`src/rtl/video_timing_if.sv`:
```
// Raster timing bundle: mode selects toward the generator, pixel enable,
// counters and sync/blank decode back to the pixel pipeline.
interface video_timing_if #(
    parameter int HW = 9,
    parameter int VW = 9
);
    logic          pal;
    logic          scandouble;
    logic          ce_pix;
    logic [HW-1:0] hcount;
    logic [VW-1:0] vcount;
    logic          line_rep;
    logic          HBlank;
    logic          VBlank;
    logic          HSync;
    logic          VSync;
    logic          frame_start;

    modport master (
        input  pal, scandouble,
        output ce_pix, hcount, vcount, line_rep,
               HBlank, VBlank, HSync, VSync, frame_start
    );

    modport slave (
        output pal, scandouble,
        input  ce_pix, hcount, vcount, line_rep,
               HBlank, VBlank, HSync, VSync, frame_start
    );
endinterface

```
`src/rtl/video_timing_gen.sv`:
```
// Raster timing generator: pixel-enable divider, H/V counters with optional
// line doubling, and registered sync/blank decode. Mode changes land only at frame end.
module video_timing_gen #(
    parameter int CE_DIV    = 4,
    parameter int H_ACTIVE  = 320,
    parameter int H_FP      = 16,
    parameter int H_SYNC    = 32,
    parameter int H_BP      = 32,
    parameter int V_ACTIVE  = 240,
    parameter int V_FP      = 3,
    parameter int V_SYNC    = 3,
    parameter int V_BP      = 16,
    parameter int PAL_EXTRA = 50
) (
    input  logic           clk,
    input  logic           reset_n,
    video_timing_if.master vt
);
    localparam int H_TOTAL      = H_ACTIVE + H_FP + H_SYNC + H_BP;
    localparam int V_TOTAL_NTSC = V_ACTIVE + V_FP + V_SYNC + V_BP;
    localparam int V_TOTAL_PAL  = V_TOTAL_NTSC + PAL_EXTRA;
    localparam int HW           = $clog2(H_TOTAL);
    localparam int VW           = $clog2(V_TOTAL_PAL);
    localparam int DW           = $clog2(CE_DIV);

    localparam logic [HW-1:0] H_LAST  = HW'(H_TOTAL - 1);
    localparam logic [HW-1:0] H_ACT   = HW'(H_ACTIVE);
    localparam logic [HW-1:0] HS_BEG  = HW'(H_ACTIVE + H_FP);
    localparam logic [HW-1:0] HS_END  = HW'(H_ACTIVE + H_FP + H_SYNC);
    localparam logic [VW-1:0] VN_LAST = VW'(V_TOTAL_NTSC - 1);
    localparam logic [VW-1:0] VP_LAST = VW'(V_TOTAL_PAL - 1);
    localparam logic [VW-1:0] V_ACT   = VW'(V_ACTIVE);
    localparam logic [VW-1:0] VS_BEG  = VW'(V_ACTIVE + V_FP);
    localparam logic [VW-1:0] VS_END  = VW'(V_ACTIVE + V_FP + V_SYNC);
    localparam logic [DW-1:0] DL_15K  = DW'(CE_DIV - 1);
    localparam logic [DW-1:0] DL_31K  = DW'(CE_DIV / 2 - 1);

    logic [DW-1:0] div_q, div_d;
    logic [HW-1:0] hcount_q, hcount_d;
    logic [VW-1:0] vcount_q, vcount_d;
    logic          ce_q, ce_d;
    logic          rep_q, rep_d;
    logic          pal_q, pal_d;
    logic          sd_q, sd_d;
    logic          hb_q, vb_q, hs_q, vs_q, fs_q;
    logic          line_adv, frame_end;
    logic [VW-1:0] v_last;
    logic [DW-1:0] dl_cur, dl_nxt;

    always_comb begin
        v_last    = pal_q ? VP_LAST : VN_LAST;
        dl_cur    = sd_q ? DL_31K : DL_15K;
        line_adv  = ce_q && (hcount_q == H_LAST);
        // In doubling mode the frame only ends after the repeat of the last line.
        frame_end = line_adv && (vcount_q == v_last) && (!sd_q || rep_q);

        pal_d = frame_end ? vt.pal        : pal_q;
        sd_d  = frame_end ? vt.scandouble : sd_q;
        dl_nxt = sd_d ? DL_31K : DL_15K;

        div_d = (frame_end || div_q == dl_cur) ? '0 : div_q + 1'b1;
        ce_d  = (div_d == dl_nxt);

        hcount_d = hcount_q;
        vcount_d = vcount_q;
        rep_d    = rep_q;
        if (ce_q)
            hcount_d = (hcount_q == H_LAST) ? '0 : hcount_q + 1'b1;
        if (line_adv) begin
            if (sd_q)
                rep_d = ~rep_q;
            if (!sd_q || rep_q)
                vcount_d = (vcount_q == v_last) ? '0 : vcount_q + 1'b1;
        end
        if (frame_end)
            rep_d = 1'b0;
    end

    always_ff @(posedge clk or negedge reset_n) begin
        if (!reset_n) begin
            div_q    <= '0;
            ce_q     <= 1'b0;
            hcount_q <= '0;
            vcount_q <= '0;
            rep_q    <= 1'b0;
            pal_q    <= 1'b0;
            sd_q     <= 1'b0;
            hb_q     <= 1'b0;
            vb_q     <= 1'b0;
            hs_q     <= 1'b0;
            vs_q     <= 1'b0;
            fs_q     <= 1'b0;
        end else begin
            div_q    <= div_d;
            ce_q     <= ce_d;
            hcount_q <= hcount_d;
            vcount_q <= vcount_d;
            rep_q    <= rep_d;
            pal_q    <= pal_d;
            sd_q     <= sd_d;
            // Decoded from next-state counters so the flags line up with hcount/vcount.
            hb_q     <= (hcount_d >= H_ACT);
            vb_q     <= (vcount_d >= V_ACT);
            hs_q     <= (hcount_d >= HS_BEG) && (hcount_d < HS_END);
            vs_q     <= (vcount_d >= VS_BEG) && (vcount_d < VS_END);
            fs_q     <= frame_end;
        end
    end

    assign vt.ce_pix      = ce_q;
    assign vt.hcount      = hcount_q;
    assign vt.vcount      = vcount_q;
    assign vt.line_rep    = rep_q;
    assign vt.HBlank      = hb_q;
    assign vt.VBlank      = vb_q;
    assign vt.HSync       = hs_q;
    assign vt.VSync       = vs_q;
    assign vt.frame_start = fs_q;
endmodule

```
`src/flat_wrapper.sv`:
```
// flat-port wrapper written by rule: the top's interface ports become plain ports
module video_timing_gen_flat 
#(
    parameter int CE_DIV    = 4,
    parameter int H_ACTIVE  = 320,
    parameter int H_FP      = 16,
    parameter int H_SYNC    = 32,
    parameter int H_BP      = 32,
    parameter int V_ACTIVE  = 240,
    parameter int V_FP      = 3,
    parameter int V_SYNC    = 3,
    parameter int V_BP      = 16,
    parameter int PAL_EXTRA = 50
)
  (clk, reset_n, vt_pal, vt_scandouble, vt_ce_pix, vt_hcount, vt_vcount, vt_line_rep, vt_HBlank, vt_VBlank, vt_HSync, vt_VSync, vt_frame_start);
  video_timing_if #(.HW(($clog2((H_ACTIVE + H_FP + H_SYNC + H_BP)))), .VW(($clog2(((V_ACTIVE + V_FP + V_SYNC + V_BP) + PAL_EXTRA))))) vt_i ();
  input  logic clk;
  input  logic reset_n;
  input wire logic [$bits(vt_i.pal)-1:0] vt_pal;
  input wire logic [$bits(vt_i.scandouble)-1:0] vt_scandouble;
  output wire logic [$bits(vt_i.ce_pix)-1:0] vt_ce_pix;
  output wire logic [$bits(vt_i.hcount)-1:0] vt_hcount;
  output wire logic [$bits(vt_i.vcount)-1:0] vt_vcount;
  output wire logic [$bits(vt_i.line_rep)-1:0] vt_line_rep;
  output wire logic [$bits(vt_i.HBlank)-1:0] vt_HBlank;
  output wire logic [$bits(vt_i.VBlank)-1:0] vt_VBlank;
  output wire logic [$bits(vt_i.HSync)-1:0] vt_HSync;
  output wire logic [$bits(vt_i.VSync)-1:0] vt_VSync;
  output wire logic [$bits(vt_i.frame_start)-1:0] vt_frame_start;
  assign vt_i.pal = vt_pal;
  assign vt_i.scandouble = vt_scandouble;
  assign vt_ce_pix = vt_i.ce_pix;
  assign vt_hcount = vt_i.hcount;
  assign vt_vcount = vt_i.vcount;
  assign vt_line_rep = vt_i.line_rep;
  assign vt_HBlank = vt_i.HBlank;
  assign vt_VBlank = vt_i.VBlank;
  assign vt_HSync = vt_i.HSync;
  assign vt_VSync = vt_i.VSync;
  assign vt_frame_start = vt_i.frame_start;
  video_timing_gen #(.CE_DIV(CE_DIV), .H_ACTIVE(H_ACTIVE), .H_FP(H_FP), .H_SYNC(H_SYNC), .H_BP(H_BP), .V_ACTIVE(V_ACTIVE), .V_FP(V_FP), .V_SYNC(V_SYNC), .V_BP(V_BP), .PAL_EXTRA(PAL_EXTRA)) u_core (.clk(clk), .reset_n(reset_n), .vt(vt_i));
endmodule
```
`config.mk`:
```
export PLATFORM = sky130hd
export DESIGN_NAME = video_timing_gen_flat
export DESIGN_NICKNAME = d
export VERILOG_FILES = /design/src/rtl/video_timing_if.sv /design/src/rtl/video_timing_gen.sv /design/src/flat_wrapper.sv
export SDC_FILE = /design/constraint.sdc
export NUM_CORES = 1
export LEC_CHECK = 0
export CAP_MARGIN = 0
export CORE_MARGIN = 2
export CORE_UTILIZATION = 50
export DETAILED_ROUTE_END_ITERATION = 8
export PLACE_DENSITY_LB_ADDON = 0.1
export SYNTH_ARGS = -nofsm -noshare
export SYNTH_HDL_FRONTEND = slang
export SYNTH_SLANG_ARGS = --single-unit
```
`constraint.sdc`:
```
create_clock -name clk -period 2.9 [get_ports clk]
set_input_delay 0.435 -clock clk [delete_from_list [all_inputs] [get_ports clk]]
set_output_delay 0.435 -clock clk [all_outputs]
set_load 0.02 [all_outputs]
```
==> reports/metrics.csv <==
metric,value,unit
status,"finished, final reports clean",
Starting Density,51.2,%
mux cell area share after synthesis,3.45,%
# DRC,0,
ANT cells,0,
WP data arrival,2.55,ns
Core ar.,2690,um2
P_leak,0.792,nW
clock-pin slew on the worst setup and hold paths,0.09,ns
clock skew,0.00744,ns
final antenna-violating net count,0,
Final Max Slew Viols,0,
worst-path maximum fanout,6,
worst skew pair latency,0.33,ns
Yosys reg bits,29,
Mapped Cells,124,
Final Cycle Share,79.5,%
Finished Layout Cells,193,
crit path kind,reg -> reg,
Synth Area in Simple Gates,24.0,%
first-pass GRT wire length,4310,um
flop-to-flop setup slack,0.59,ns
Final Hold Vio Count,0,
DIE AREA,3190,um2
DP Cell Count,185,
IO buf count,28,
CTS tree,yes,
setup repair bufs after CTS,0,
CP required,3.14,ns
hold path cells,1,
largest net degree at the start of global routing,30,
slew margin rel.,68.8,%
routability congestion estimate,0.852,
max-cap violations,0,
syn_nets,130,
number of global-route vias before repair,987,
Die W,56.5,um
grt ovf,0,
total wire length,2640,um
yosys warns,0,
Post-Synth Adder-Cell Area,1.82,%
grt met3 use,7.83,%
worst IR drop on VDD,0.376,mV
Top Ports,29,
crit path launch type,flip-flop,
P per Cell Area,391,nW/um2
WL per Instance,13.7,um
nets@finish,167,
Core Rows,19,
Final HPWL DP,1890,um
vias per std cell,5.44,
design area,1780,um2
Initial DRC Count,20,
post-synthesis sequential area ratio,52.7,%
post-synthesis cell type count,35,
area grow syn2layout,29.4,%
global-route usage over all layers,17.9,%
Compound-Gate Fraction of Synth Area,8.91,%
hold buffers post-CTS,0,
Sink Count,29,
Worst-Margin Slew,0.467,ns
GRT busiest layer,met2,
Area after DPL,1710,um2
Post-Synth XOR/XNOR Area,8.27,%
root buf cell,clkbuf_4,
setup violators final,0,
Pre-Repair DR Iteration Count,4,
RSZ-0062 raised after global routing,false,
met1 global-route usage,22.1,%
met2 usage,27.1,%
CTS buffer count,5,
largest family of logic cells by synthesized area,simple AND/OR/NAND/NOR gates,
Max Fclk,0.434,GHz
vias,1050,
post-route setup TNS,0,ns
Worst Hold Class,reg -> reg,
Die Ht,56.5,um
layout cell share with drive strength beyond 1,13.0,%
post-cts resize count,0,
CP Capture Type,flip-flop,
# fillers,216,
CTS max path bufs,2,
H-tree lvl count,2,
synthesized area,1380,um2
Worst R2R Path Depth,6,
Syn Area/Cell,11.1,um2
initial antenna violation count,0,
post-layout minimum cycle time,2.31,ns
routing by layer:
layer	wire (um)	share of wire, %	up-vias
met5	0	0	-
met2	1200	45	23
met3	143	5.4	7
met1	1250	47	497
li1	-	-	523
met4	47	1.8	0
cell usage after synthesis (all sizes together):
cell / number / share of area [%]
a211o: 1 / 0.64
a21oi: 3 / 1.1
a22o: 3 / 1.9
a31oi: 1 / 0.91
a41o: 1 / 0.73
a41oi: 1 / 0.64
and2: 2 / 0.91
and2b: 1 / 0.55
and3: 3 / 1.6
and4: 1 / 0.64
dfrtp: 29 / 53
ha: 2 / 1.8
inv: 3 / 0.82
mux2: 3 / 2.7
mux2i: 1 / 0.73
nand2: 13 / 3.5
nand2b: 2 / 0.91
nand3: 2 / 0.73
nand4: 5 / 2.3
nand4b: 2 / 1.3
nor2: 11 / 3.0
nor2b: 1 / 0.45
nor3: 7 / 2.9
nor4: 2 / 2.0
nor4b: 1 / 1.1
o21ai: 6 / 2.2
o41a: 1 / 0.82
or3: 1 / 0.82
or4: 1 / 0.55
or4b: 1 / 0.73
xnor2: 8 / 5.1
xor2: 5 / 3.2
logic make-up after synthesis:
logic type	Yosys count
mux	4
flops	29
buf+inv	3
fa+ha+maj	2
compound gates	17
xor+xnor	13
simple gates	56
cell type report:
cell class	instances	area (um2)	share of cell area (%)
flip-flops and latches	29	726	40.8
multi-input cells	92	639	35.9
clock buffers	7	65.1	3.65
clock inverters	1	5.00	0.281
repair buffers	30	295	16.6
inverters	3	11.3	0.632
well taps	31	38.8	2.18
state kept, by name, summed over array words and instances, names as in the netlist:
signal,flops
u_core.vt.line_rep,1
u_core.vt.frame_start,1
u_core.vt.vcount,9
u_core.vt.VBlank,1
u_core.pal_q,1
u_core.vt.hcount,9
u_core.sd_q,1
u_core.vt.ce_pix,1
u_core.vt.HBlank,1
u_core.vt.VSync,1
u_core.vt.HSync,1
u_core.div_q,2
power by group:
group / total (mW) / internal (mW) / switching [mW] / leakage [nW]
Clock: 0.280 / 0.140 / 0.139 / 0.0413
Sequential: 0.404 / 0.404 / 0 / 0.391
Combinational: 0.0123 / 0.00438 / 0.00789 / 0.360
through the flow:
step | utilization, % | total power, mW | hold slack [ns] | setup WS, ns
after floorplan | - | 0.412 | 0.139 | 0.685
after global placement | 63.7 | 0.425 | 0.446 | 0.651
after detailed placement | 63.7 | 0.425 | 0.453 | 0.616
after CTS | 66.3 | 0.706 | 0.466 | 0.598
after global routing | 66.3 | 0.722 | 0.495 | 0.472
final | 66.3 | 0.696 | 0.464 | 0.594
worst paths after layout:
path,from,endpoint
max in group asynchronous,reset_n,u_core.vt.frame_start
worst max register to register,u_core.vt.hcount[5],u_core.vt.VSync
worst max-delay path,u_core.vt.hcount[5],u_core.vt.VSync
min in group asynchronous,reset_n,u_core.vt.hcount[4]
worst min-delay path,u_core.div_q[0],u_core.div_q[0]
worst min register to register,u_core.div_q[0],u_core.div_q[0]
cells in the final DEF, fill, tap and decap left out, drive strengths merged, types with 3 or more instances in the layout:
cell / synthesis / layout
inv: 3 / 3
clkbuf: 0 / 7
dfrtp: 29 / 29
xor2: 5 / 5
nand2: 13 / 13
nor3: 7 / 7
nand4: 5 / 5
a22o: 3 / 3
clkdlybuf4s50: 0 / 28
a21oi: 3 / 3
mux2: 3 / 3
nor2: 11 / 11
o21ai: 6 / 6
xnor2: 8 / 8
and3: 3 / 3
worst max-delay path: stages, from the launching register on:
cell,delay [ns]
dfrtp_1,0.44
or3_4,0.44
nor4_4,0.45
a21oi_1,0.15
a31oi_2,0.20
mux2_4,0.33
nor4b_2,0.20
(Power assumes the default switching activity.)
